File: config.mk
export PLATFORM = sky130hd
export DESIGN_NAME = instr_encoder
export DESIGN_NICKNAME = d
export VERILOG_FILES = /design/src/rtl/instr_encoder_pkg.sv /design/src/rtl/instr_enc_fifo.sv /design/src/rtl/instr_encoder.sv
export SDC_FILE = /design/constraint.sdc
export NUM_CORES = 1
export LEC_CHECK = 0
export ABC_AREA = 1
export CAP_MARGIN = 20
export CORE_ASPECT_RATIO = 1.5
export CORE_UTILIZATION = 30
export CTS_CLUSTER_DIAMETER = 50
export DETAILED_ROUTE_END_ITERATION = 16
export GPL_TIMING_DRIVEN = 0
export SLEW_MARGIN = 20
export SYNTH_ARGS = -nofsm -noshare
export SYNTH_HDL_FRONTEND = slang
export SYNTH_HIERARCHICAL = 1
export SYNTH_SLANG_ARGS = --single-unit
File: constraint.sdc
create_clock -name clk -period 4.2 [get_ports clk]
set_clock_uncertainty 0.05 [all_clocks]
set_input_delay 0.84 -clock clk [delete_from_list [all_inputs] [get_ports clk]]
set_output_delay 0.84 -clock clk [all_outputs]
set_load 0.01 [all_outputs]
File: src/rtl/instr_encoder_pkg.sv
// -----------------------------------------------------------------------------
// instr_encoder_pkg
// Shared MIPS ISA codes used by the instruction encoder. It holds the opcode,
// funct and REGIMM rt-code constants, the field-bundle format codes and the
// encoder session state encodings.
// -----------------------------------------------------------------------------
package instr_encoder_pkg;

  // Field-bundle format codes (w_fmt_2)
  localparam logic [1:0] FMT_R      = 2'd0;
  localparam logic [1:0] FMT_I      = 2'd1;
  localparam logic [1:0] FMT_J      = 2'd2;
  localparam logic [1:0] FMT_REGIMM = 2'd3;

  // Encoder session states
  localparam logic [1:0] ENC_IDLE  = 2'd0;
  localparam logic [1:0] ENC_RUN   = 2'd1;
  localparam logic [1:0] ENC_DRAIN = 2'd2;
  localparam logic [1:0] ENC_DONE  = 2'd3;

  // Primary opcodes
  localparam logic [5:0] OP_SPECIAL = 6'h00;
  localparam logic [5:0] OP_REGIMM  = 6'h01;
  localparam logic [5:0] OP_J       = 6'h02;
  localparam logic [5:0] OP_JAL     = 6'h03;
  localparam logic [5:0] OP_BEQ     = 6'h04;
  localparam logic [5:0] OP_BNE     = 6'h05;
  localparam logic [5:0] OP_BLEZ    = 6'h06;
  localparam logic [5:0] OP_BGTZ    = 6'h07;
  localparam logic [5:0] OP_ADDIU   = 6'h09;
  localparam logic [5:0] OP_SLTI    = 6'h0A;
  localparam logic [5:0] OP_SLTIU   = 6'h0B;
  localparam logic [5:0] OP_ORI     = 6'h0D;
  localparam logic [5:0] OP_XORI    = 6'h0E;
  localparam logic [5:0] OP_LUI     = 6'h0F;
  localparam logic [5:0] OP_LB      = 6'h20;
  localparam logic [5:0] OP_LW      = 6'h23;
  localparam logic [5:0] OP_LBU     = 6'h24;
  localparam logic [5:0] OP_SB      = 6'h28;
  localparam logic [5:0] OP_SW      = 6'h2B;

  // SPECIAL funct codes
  localparam logic [5:0] F_SLL   = 6'h00;
  localparam logic [5:0] F_SRL   = 6'h02;
  localparam logic [5:0] F_SRA   = 6'h03;
  localparam logic [5:0] F_SLLV  = 6'h04;
  localparam logic [5:0] F_SRLV  = 6'h06;
  localparam logic [5:0] F_SRAV  = 6'h07;
  localparam logic [5:0] F_JR    = 6'h08;
  localparam logic [5:0] F_JALR  = 6'h09;
  localparam logic [5:0] F_MULT  = 6'h18;
  localparam logic [5:0] F_MULTU = 6'h19;
  localparam logic [5:0] F_DIV   = 6'h1A;
  localparam logic [5:0] F_DIVU  = 6'h1B;
  localparam logic [5:0] F_ADD   = 6'h20;
  localparam logic [5:0] F_ADDU  = 6'h21;
  localparam logic [5:0] F_SUB   = 6'h22;
  localparam logic [5:0] F_SUBU  = 6'h23;
  localparam logic [5:0] F_SLT   = 6'h2A;
  localparam logic [5:0] F_SLTU  = 6'h2B;

  // REGIMM rt codes, carried as {1'b0, rt} in the op field
  localparam logic [5:0] RT_BLTZ = 6'h00;
  localparam logic [5:0] RT_BGEZ = 6'h01;

endpackage

File: src/rtl/instr_enc_fifo.sv
// -----------------------------------------------------------------------------
// instr_enc_fifo
// Synchronous FIFO buffering encoded instruction words between the encoder
// and the instruction-memory write port.
// Ports:
//   clk, rst_n        clock, asynchronous active-low reset
//   push, push_data   write a word (ignored when full)
//   pop               drop the head word (ignored when empty)
//   rd_data           head word, valid while !empty
//   full, empty       occupancy flags
//   one_left          exactly one word stored
// -----------------------------------------------------------------------------
module instr_enc_fifo #(
  parameter int DEPTH = 4,
  parameter int WIDTH = 32
) (
  input  logic             clk,
  input  logic             rst_n,
  input  logic             push,
  input  logic [WIDTH-1:0] push_data,
  input  logic             pop,
  output logic [WIDTH-1:0] rd_data,
  output logic             full,
  output logic             empty,
  output logic             one_left
);

  localparam int AW = (DEPTH > 1) ? $clog2(DEPTH) : 1;

  logic [WIDTH-1:0] mem [DEPTH];
  logic [AW-1:0]    wr_ptr;
  logic [AW-1:0]    rd_ptr;
  logic [AW:0]      level;
  logic             do_push;
  logic             do_pop;

  assign do_push = push & ~full;
  assign do_pop  = pop & ~empty;

  // NOTE: storage has no reset; only pointers and level need it, and the
  // consumer masks rd_data while empty.
  always_ff @(posedge clk) begin
    if (do_push) mem[wr_ptr] <= push_data;
  end

  // NOTE: sequential state uses non-blocking assignments so every register
  // samples pre-edge values regardless of statement order.
  always_ff @(posedge clk or negedge rst_n) begin
    if (!rst_n) begin
      wr_ptr <= '0;
      rd_ptr <= '0;
      level  <= '0;
    end else begin
      if (do_push) wr_ptr <= wr_ptr + AW'(1);
      if (do_pop)  rd_ptr <= rd_ptr + AW'(1);
      case ({do_push, do_pop})
        2'b10:   level <= level + (AW+1)'(1);
        2'b01:   level <= level - (AW+1)'(1);
        default: level <= level;
      endcase
    end
  end

  assign rd_data  = mem[rd_ptr];
  assign full     = (level == (AW+1)'(DEPTH));
  assign empty    = (level == '0);
  assign one_left = (level == (AW+1)'(1));

endmodule

File: src/rtl/instr_encoder.sv
// -----------------------------------------------------------------------------
// instr_encoder
// Packs decoded MIPS instruction fields into 32-bit words and streams them
// into instruction memory at consecutive word addresses (program loader).
// Optional macro: ENC_CHECK_EN enables the format/op legality check; illegal
// bundles are handshaken, dropped and flagged on w_illegal.
// Ports:
//   clk, rst_n                 clock, asynchronous active-low reset
//   w_start, w_base_addr_32    begin a session at a base address (IDLE only)
//   w_in_valid / w_in_ready    field-bundle handshake
//   w_fmt_2 .. w_target_26     decoded instruction fields
//   w_end                      last bundle of the program
//   w_mem_write/addr/data/ack  instruction-memory write port
//   w_done                     one-cycle session-complete pulse
//   w_illegal                  one-cycle rejected-bundle pulse
//   w_count_16                 words written this session (saturating)
// -----------------------------------------------------------------------------
module instr_encoder
  import instr_encoder_pkg::*;
#(
  parameter int FIFO_DEPTH = 4
) (
  input  logic        clk,
  input  logic        rst_n,
  input  logic        w_start,
  input  logic [31:0] w_base_addr_32,
  input  logic        w_in_valid,
  output logic        w_in_ready,
  input  logic [1:0]  w_fmt_2,
  input  logic [5:0]  w_op_type_6,
  input  logic [4:0]  w_rs_addr_5,
  input  logic [4:0]  w_rt_addr_5,
  input  logic [4:0]  w_rd_addr_5,
  input  logic [4:0]  w_sh_amt_5,
  input  logic [15:0] w_imm_val_16,
  input  logic [25:0] w_target_26,
  input  logic        w_end,
  output logic        w_mem_write,
  output logic [31:0] w_mem_addr_32,
  output logic [31:0] w_mem_data_32,
  input  logic        w_mem_ack,
  output logic        w_done,
  output logic        w_illegal,
  output logic [15:0] w_count_16
);

  function automatic logic [31:0] encode(
    input logic [1:0]  fmt,
    input logic [5:0]  op,
    input logic [4:0]  rs,
    input logic [4:0]  rt,
    input logic [4:0]  rd,
    input logic [4:0]  sh,
    input logic [15:0] imm,
    input logic [25:0] tgt
  );
    case (fmt)
      FMT_R:   return {OP_SPECIAL, rs, rt, rd, sh, op};
      FMT_I:   return {op, rs, rt, imm};
      FMT_J:   return {op, tgt};
      default: return {OP_REGIMM, rs, op[4:0], imm};
    endcase
  endfunction

  logic [1:0]  state;
  logic [1:0]  state_next;
  logic [31:0] addr;
  logic [15:0] count;
  logic [31:0] fifo_data;
  logic        fifo_full;
  logic        fifo_empty;
  logic        fifo_one_left;
  logic        handshake;
  logic        legal;
  logic        push;
  logic        pop;
  logic        writing;

`ifdef ENC_CHECK_EN
  function automatic logic is_legal(input logic [1:0] fmt, input logic [5:0] op);
    case (fmt)
      FMT_R: case (op)
        F_ADD, F_ADDU, F_SUB, F_SUBU, F_MULT, F_MULTU, F_DIV, F_DIVU,
        F_SLT, F_SLTU, F_SLL, F_SRL, F_SRA, F_SLLV, F_SRLV, F_SRAV,
        F_JR, F_JALR: return 1'b1;
        default:      return 1'b0;
      endcase
      FMT_I: case (op)
        OP_ADDIU, OP_SLTI, OP_SLTIU, OP_ORI, OP_XORI, OP_LW, OP_SW, OP_LUI,
        OP_LB, OP_LBU, OP_SB, OP_BEQ, OP_BNE, OP_BGTZ, OP_BLEZ: return 1'b1;
        default: return 1'b0;
      endcase
      FMT_J:   return (op == OP_J) || (op == OP_JAL);
      default: return (op == RT_BGEZ) || (op == RT_BLTZ);
    endcase
  endfunction

  logic illegal_q;

  assign legal = is_legal(w_fmt_2, w_op_type_6);

  always_ff @(posedge clk or negedge rst_n) begin
    if (!rst_n) illegal_q <= 1'b0;
    else        illegal_q <= handshake & ~legal;
  end

  assign w_illegal = illegal_q;
`else
  assign legal     = 1'b1;
  assign w_illegal = 1'b0;
`endif

  // Ready depends only on registered state and the FIFO level register, so
  // there is no combinational path from w_mem_ack back to the producer.
  assign w_in_ready = (state == ENC_RUN) & ~fifo_full;
  assign handshake  = w_in_valid & w_in_ready;
  assign push       = handshake & legal;
  assign writing    = ((state == ENC_RUN) || (state == ENC_DRAIN)) & ~fifo_empty;
  assign pop        = writing & w_mem_ack;

  instr_enc_fifo #(
    .DEPTH (FIFO_DEPTH),
    .WIDTH (32)
  ) u_fifo (
    .clk       (clk),
    .rst_n     (rst_n),
    .push      (push),
    .push_data (encode(w_fmt_2, w_op_type_6, w_rs_addr_5, w_rt_addr_5,
                       w_rd_addr_5, w_sh_amt_5, w_imm_val_16, w_target_26)),
    .pop       (pop),
    .rd_data   (fifo_data),
    .full      (fifo_full),
    .empty     (fifo_empty),
    .one_left  (fifo_one_left)
  );

  // NOTE: default assignment first so no path through the case infers a latch.
  always_comb begin
    state_next = state;
    case (state)
      ENC_IDLE:  if (w_start) state_next = ENC_RUN;
      ENC_RUN:   if (w_end) state_next = ENC_DRAIN;
      // Leave DRAIN on the edge of the final pop so w_done lands one cycle
      // after the last ack.
      ENC_DRAIN: if (fifo_empty || (fifo_one_left && pop)) state_next = ENC_DONE;
      default:   state_next = ENC_IDLE;
    endcase
  end

  always_ff @(posedge clk or negedge rst_n) begin
    if (!rst_n) begin
      state <= ENC_IDLE;
      addr  <= '0;
      count <= '0;
    end else begin
      state <= state_next;
      if ((state == ENC_IDLE) && w_start) begin
        addr  <= w_base_addr_32;
        count <= '0;
      end else if (pop) begin
        addr  <= addr + 32'd4;
        count <= (count == 16'hFFFF) ? count : count + 16'd1;
      end
    end
  end

  assign w_mem_write   = writing;
  assign w_mem_addr_32 = addr;
  // Mask the un-reset FIFO storage so the data port reads 0 when idle.
  assign w_mem_data_32 = fifo_empty ? 32'h0 : fifo_data;
  assign w_count_16    = count;
  assign w_done        = (state == ENC_DONE);

endmodule
==> results <==
- The height of the die is 223 um.
- The type of the setup path with the least slack is register to output pin.
- Setup repair after global routing left no endpoint under its margin.
- The top-level port count is 192.
- The first-iteration detailed-routing DRC count is 377.
- The number of endpoints failing setup at the final stage is 0.
- The floorplan step defined a core boundary enclosing 0.0320 sq mm.
- The count of unique library cells instantiated by Yosys is 42.
- The type of origin of the critical path is a register.
- The number of enable flip-flop cells after synthesis is 128.
- Summing every instance area after synthesis gives 0.00981 sq mm.
- The count of final hold-check violations is 0.
- The compound-gate portion of the synthesized area came to 0.0949.
- The average instance in the mapped netlist occupies 8.64 sq um.
- Along the worst path, the maximum fanout reaches 10.
- After detailed routing, the average wire length per cell comes to 15.2 um.
- For the worst flop-to-flop path, the logic depth is 15.
- The number of nets handed over by synthesis was 1259.
- After routing the design area is 0.0129 sq mm.
- The first TritonRoute pass finished after 5 iterations.
- The total overflow left after global routing is 0.
- At the pin with the least slew margin, the transition time is 0.630 ns.
- Of the total synthesized cell area, the portion taken by XOR and XNOR cells is 0.0125.
- The largest family of logic cells by synthesized area is simple AND/OR/NAND/NOR gates.
- TritonCTS built the clock tree.
- After synthesis, the share of cell area in mux cells is 0.00574.
- The first global-routing pass estimated 42.6 mm of wire.
- The post-synthesis share of cell area spent on and, or, nand and nor gates is 0.253.
- Of the available clock period, the critical path in the final layout requires 0.820.
- After detailed routing, the number of vias per cell comes to 4.63.
- After routing, the total negative slack on setup checks comes to 0 ns.
- The number of global-route vias before repair is 8196.
- The initial antenna violation count is 0.
- The tree is rooted in a clkbuf_16.
- The clock network latency to the later pin of the worst-skew pair is 0.44 ns.
- The combined global-route utilization of all metal layers is 0.167.
- The finished layout holds 1771 standard cells, fillers aside.
- The final route contains 8204 vias.
- The layout overhead on the synthesized area is 31.7%.
- The remaining design rule violation count is 0.
- The fraction of the core area covered by cells at the end of the flow is 0.404.
- The headroom to the max-slew limit is 0.580.
- The share of flip-flops with an asynchronous set or reset is 0.308.
- The highest achievable clock rate is 0.291 GHz.
- The proportion of layout cells with a drive suffix above 1 is 0.0918.
- The final layout contains 1472 nets.
- The detailed-route wire length is 26.9 mm.
- Buffers inserted during clock tree synthesis total 17.
- The max-slew violation count came to 0.
- The number of placed instances, taps included, is 1739.
- The worst hold slack across all endpoints is 0.241 ns.
- In this run the register-to-register setup slack is 1.49 ns.
- The detailed-placement wirelength estimate is 20.1 mm.
- Of the total synthesized cell area, the portion taken by full adders, half adders and majority gates is 0.0204.
- 0 antenna diodes ended up in the layout.
- The buffer count from post-CTS setup fixing is 0.
- IR analysis of the VDD net gives a maximum drop of 308 uV.
- In this run the power density over the cells is 636 mW/mm^2.
- After layout, the minimum clock period comes to 3.44 ns.
- From left edge to right edge, the die measures 150 um.
- The register bit count reported by yosys is 185.
- The worst setup path is captured at an output pin.
- Post-CTS repair changed the size of 0 cells.
- Hold repair after CTS inserted 0 buffers.
- The count of nets left with antenna violations once routing finished came out at 0.
- The required time at the worst-slack endpoint is 3.31 ns.
- The flow ran to the end, and the final reports show no timing, DRC or antenna violations.
- The initial utilization of the core area, before any placement, comes to 0.306.
- The synthesized instance count is 1135.
- The worst hold-check path type is input pin to async pin.
- The standard cell area after detailed placement is 0.0123 sq mm.
- Entering global routing, the biggest net connects 37 pins.
- The quantity of I/O buffers inserted on ports is 189.
- For this design the static power due to leakage is 5.22 nW.
- Clock-pin slew was measured on the worst setup and hold paths at 0.08 ns.
- For this run, the register share of the synthesized area comes to 0.537.
- The tool flagged a number of max-cap violations equal to 0.
- The most used flip-flop cell after synthesis is edfxtp_1.
- The global placement routability congestion is 0.902.
- No sink is reached through more buffers than the 2 on the longest clock path.
- Data on the critical path arrives at its endpoint at 2.55 ns.
- The floorplan has 80 rows.
- The number of synthesis warnings is 6.
- The die footprint is 0.0334 sq mm.
- The clock net sink count is 185.
- The H-tree generated during clock tree synthesis spans 4 levels.
- The count of filler cells inserted in the layout is 3234.
kinds of logic (layout without fill, tap and decap cells):
logic type / count (synthesis) / after routing
simple gates: 590 / 590
other cells: 1 / 1
buf+inv: 157 / 383
mux: 5 / 5
flops: 185 / 185
xor+xnor: 14 / 14
fa+ha+maj: 16 / 16
compound gates: 167 / 167
flip-flops by register name, summed over array words and instances (netlist names):
signal         flops
state              2
u_fifo/level       3
u_fifo/mem       128
u_fifo/rd_ptr      2
u_fifo/wr_ptr      2
w_count_16        16
w_mem_addr_32     32
synth_stat cells (12+ instances only):
master,n,area share
nand3_1,53,0.027
nor2_1,235,0.090
a21oi_1,12,0.0061
nand2_1,256,0.098
o21ai_0,46,0.023
ha_1,16,0.020
buf_2,18,0.0092
nand2_2,12,0.0077
dfrtp_1,57,0.15
edfxtp_1,128,0.39
o21ai_1,71,0.036
o211ai_1,16,0.012
inv_1,105,0.040
final timing paths:
kind	from	endpoint
setup / recovery	u_fifo/level[0]	w_mem_data_32[28]
hold / removal	rst_n	w_mem_addr_32[19]
setup reg to reg	u_fifo/level[0]	u_fifo/level[2]
hold reg to reg	w_mem_addr_32[0]	w_mem_addr_32[0]
max in group asynchronous	rst_n	w_count_16[8]
min in group clk	w_mem_addr_32[0]	w_mem_addr_32[0]
layout make-up:
type	count	area (sq um)	share of cell area
plain buffers	45	322	0.0249
clock buffers	18	429	0.0332
clock inverters	14	151	0.0117
inverters	112	422	0.0326
multi-input cells	793	3830	0.296
flip-flops and latches	185	5270	0.408
well taps	410	513	0.0397
repair buffers	194	1990	0.154
through the flow:
stage / power, mW / setup slack [ns]
2_1_floorplan: 4.95 / 1.17
3_3_place_gp: 6.64 / -0.653
3_5_place_dp: 6.72 / 1.09
4_1_cts: 8.34 / 0.663
5_1_grt: 8.85 / 0.547
6_report: 8.22 / 0.758
layout by cell type, fill, tap and decap left out, types with 3 or more instances in the layout:
cell | synthesis | routed
xnor2_1 | 5 | 5
inv_2 | 5 | 5
inv_8 | 0 | 4
nand2_1 | 256 | 256
o21ai_0 | 46 | 46
nand4_1 | 5 | 5
o211ai_1 | 16 | 16
buf_12 | 2 | 7
a21oi_1 | 12 | 12
inv_6 | 0 | 4
buf_6 | 10 | 10
nor3_1 | 5 | 5
clkdlybuf4s50_1 | 0 | 188
clkbuf_1 | 9 | 10
and2_1 | 3 | 3
o22ai_1 | 4 | 4
xor2_1 | 9 | 9
nor2_4 | 8 | 12
o21ai_1 | 71 | 71
nor2_2 | 5 | 5
a22oi_1 | 4 | 4
o21bai_1 | 5 | 5
nand3_1 | 53 | 53
nand2_2 | 12 | 12
dfrtp_1 | 57 | 57
mux2_2 | 5 | 5
clkbuf_16 | 0 | 17
inv_1 | 105 | 105
edfxtp_1 | 128 | 128
o21ai_2 | 6 | 6
clkinv_8 | 0 | 3
nor2_1 | 235 | 231
buf_2 | 18 | 18
buf_4 | 6 | 7
ha_1 | 16 | 16
power breakdown:
part	total [mW]	internal, mW	switching [mW]
sequential	2.57	2.27	0.299
combinational	4.07	1.74	2.33
clock	1.58	0.798	0.781
worst max-delay path, stage by stage, from the launching register on:
cell and delay, ns:
dfrtp_1 0.42, inv_1 0.10, ha_1 0.17, inv_1 0.05, nor2_1 0.11, buf_6 0.16, clkbuf_1 0.47, nor2_1 0.11
clkdlybuf4s50_1 0.53
routing by layer:
metal  global-route usage  vias to the layer above  share of wire
met2                0.312                      252           0.54
li1                     -                     4118              -
met3               0.0350                       35          0.053
met5                    0                        -              0
met1                0.180                     3799           0.39
met4               0.0619                        0          0.024
(Power assumes the default switching activity.)
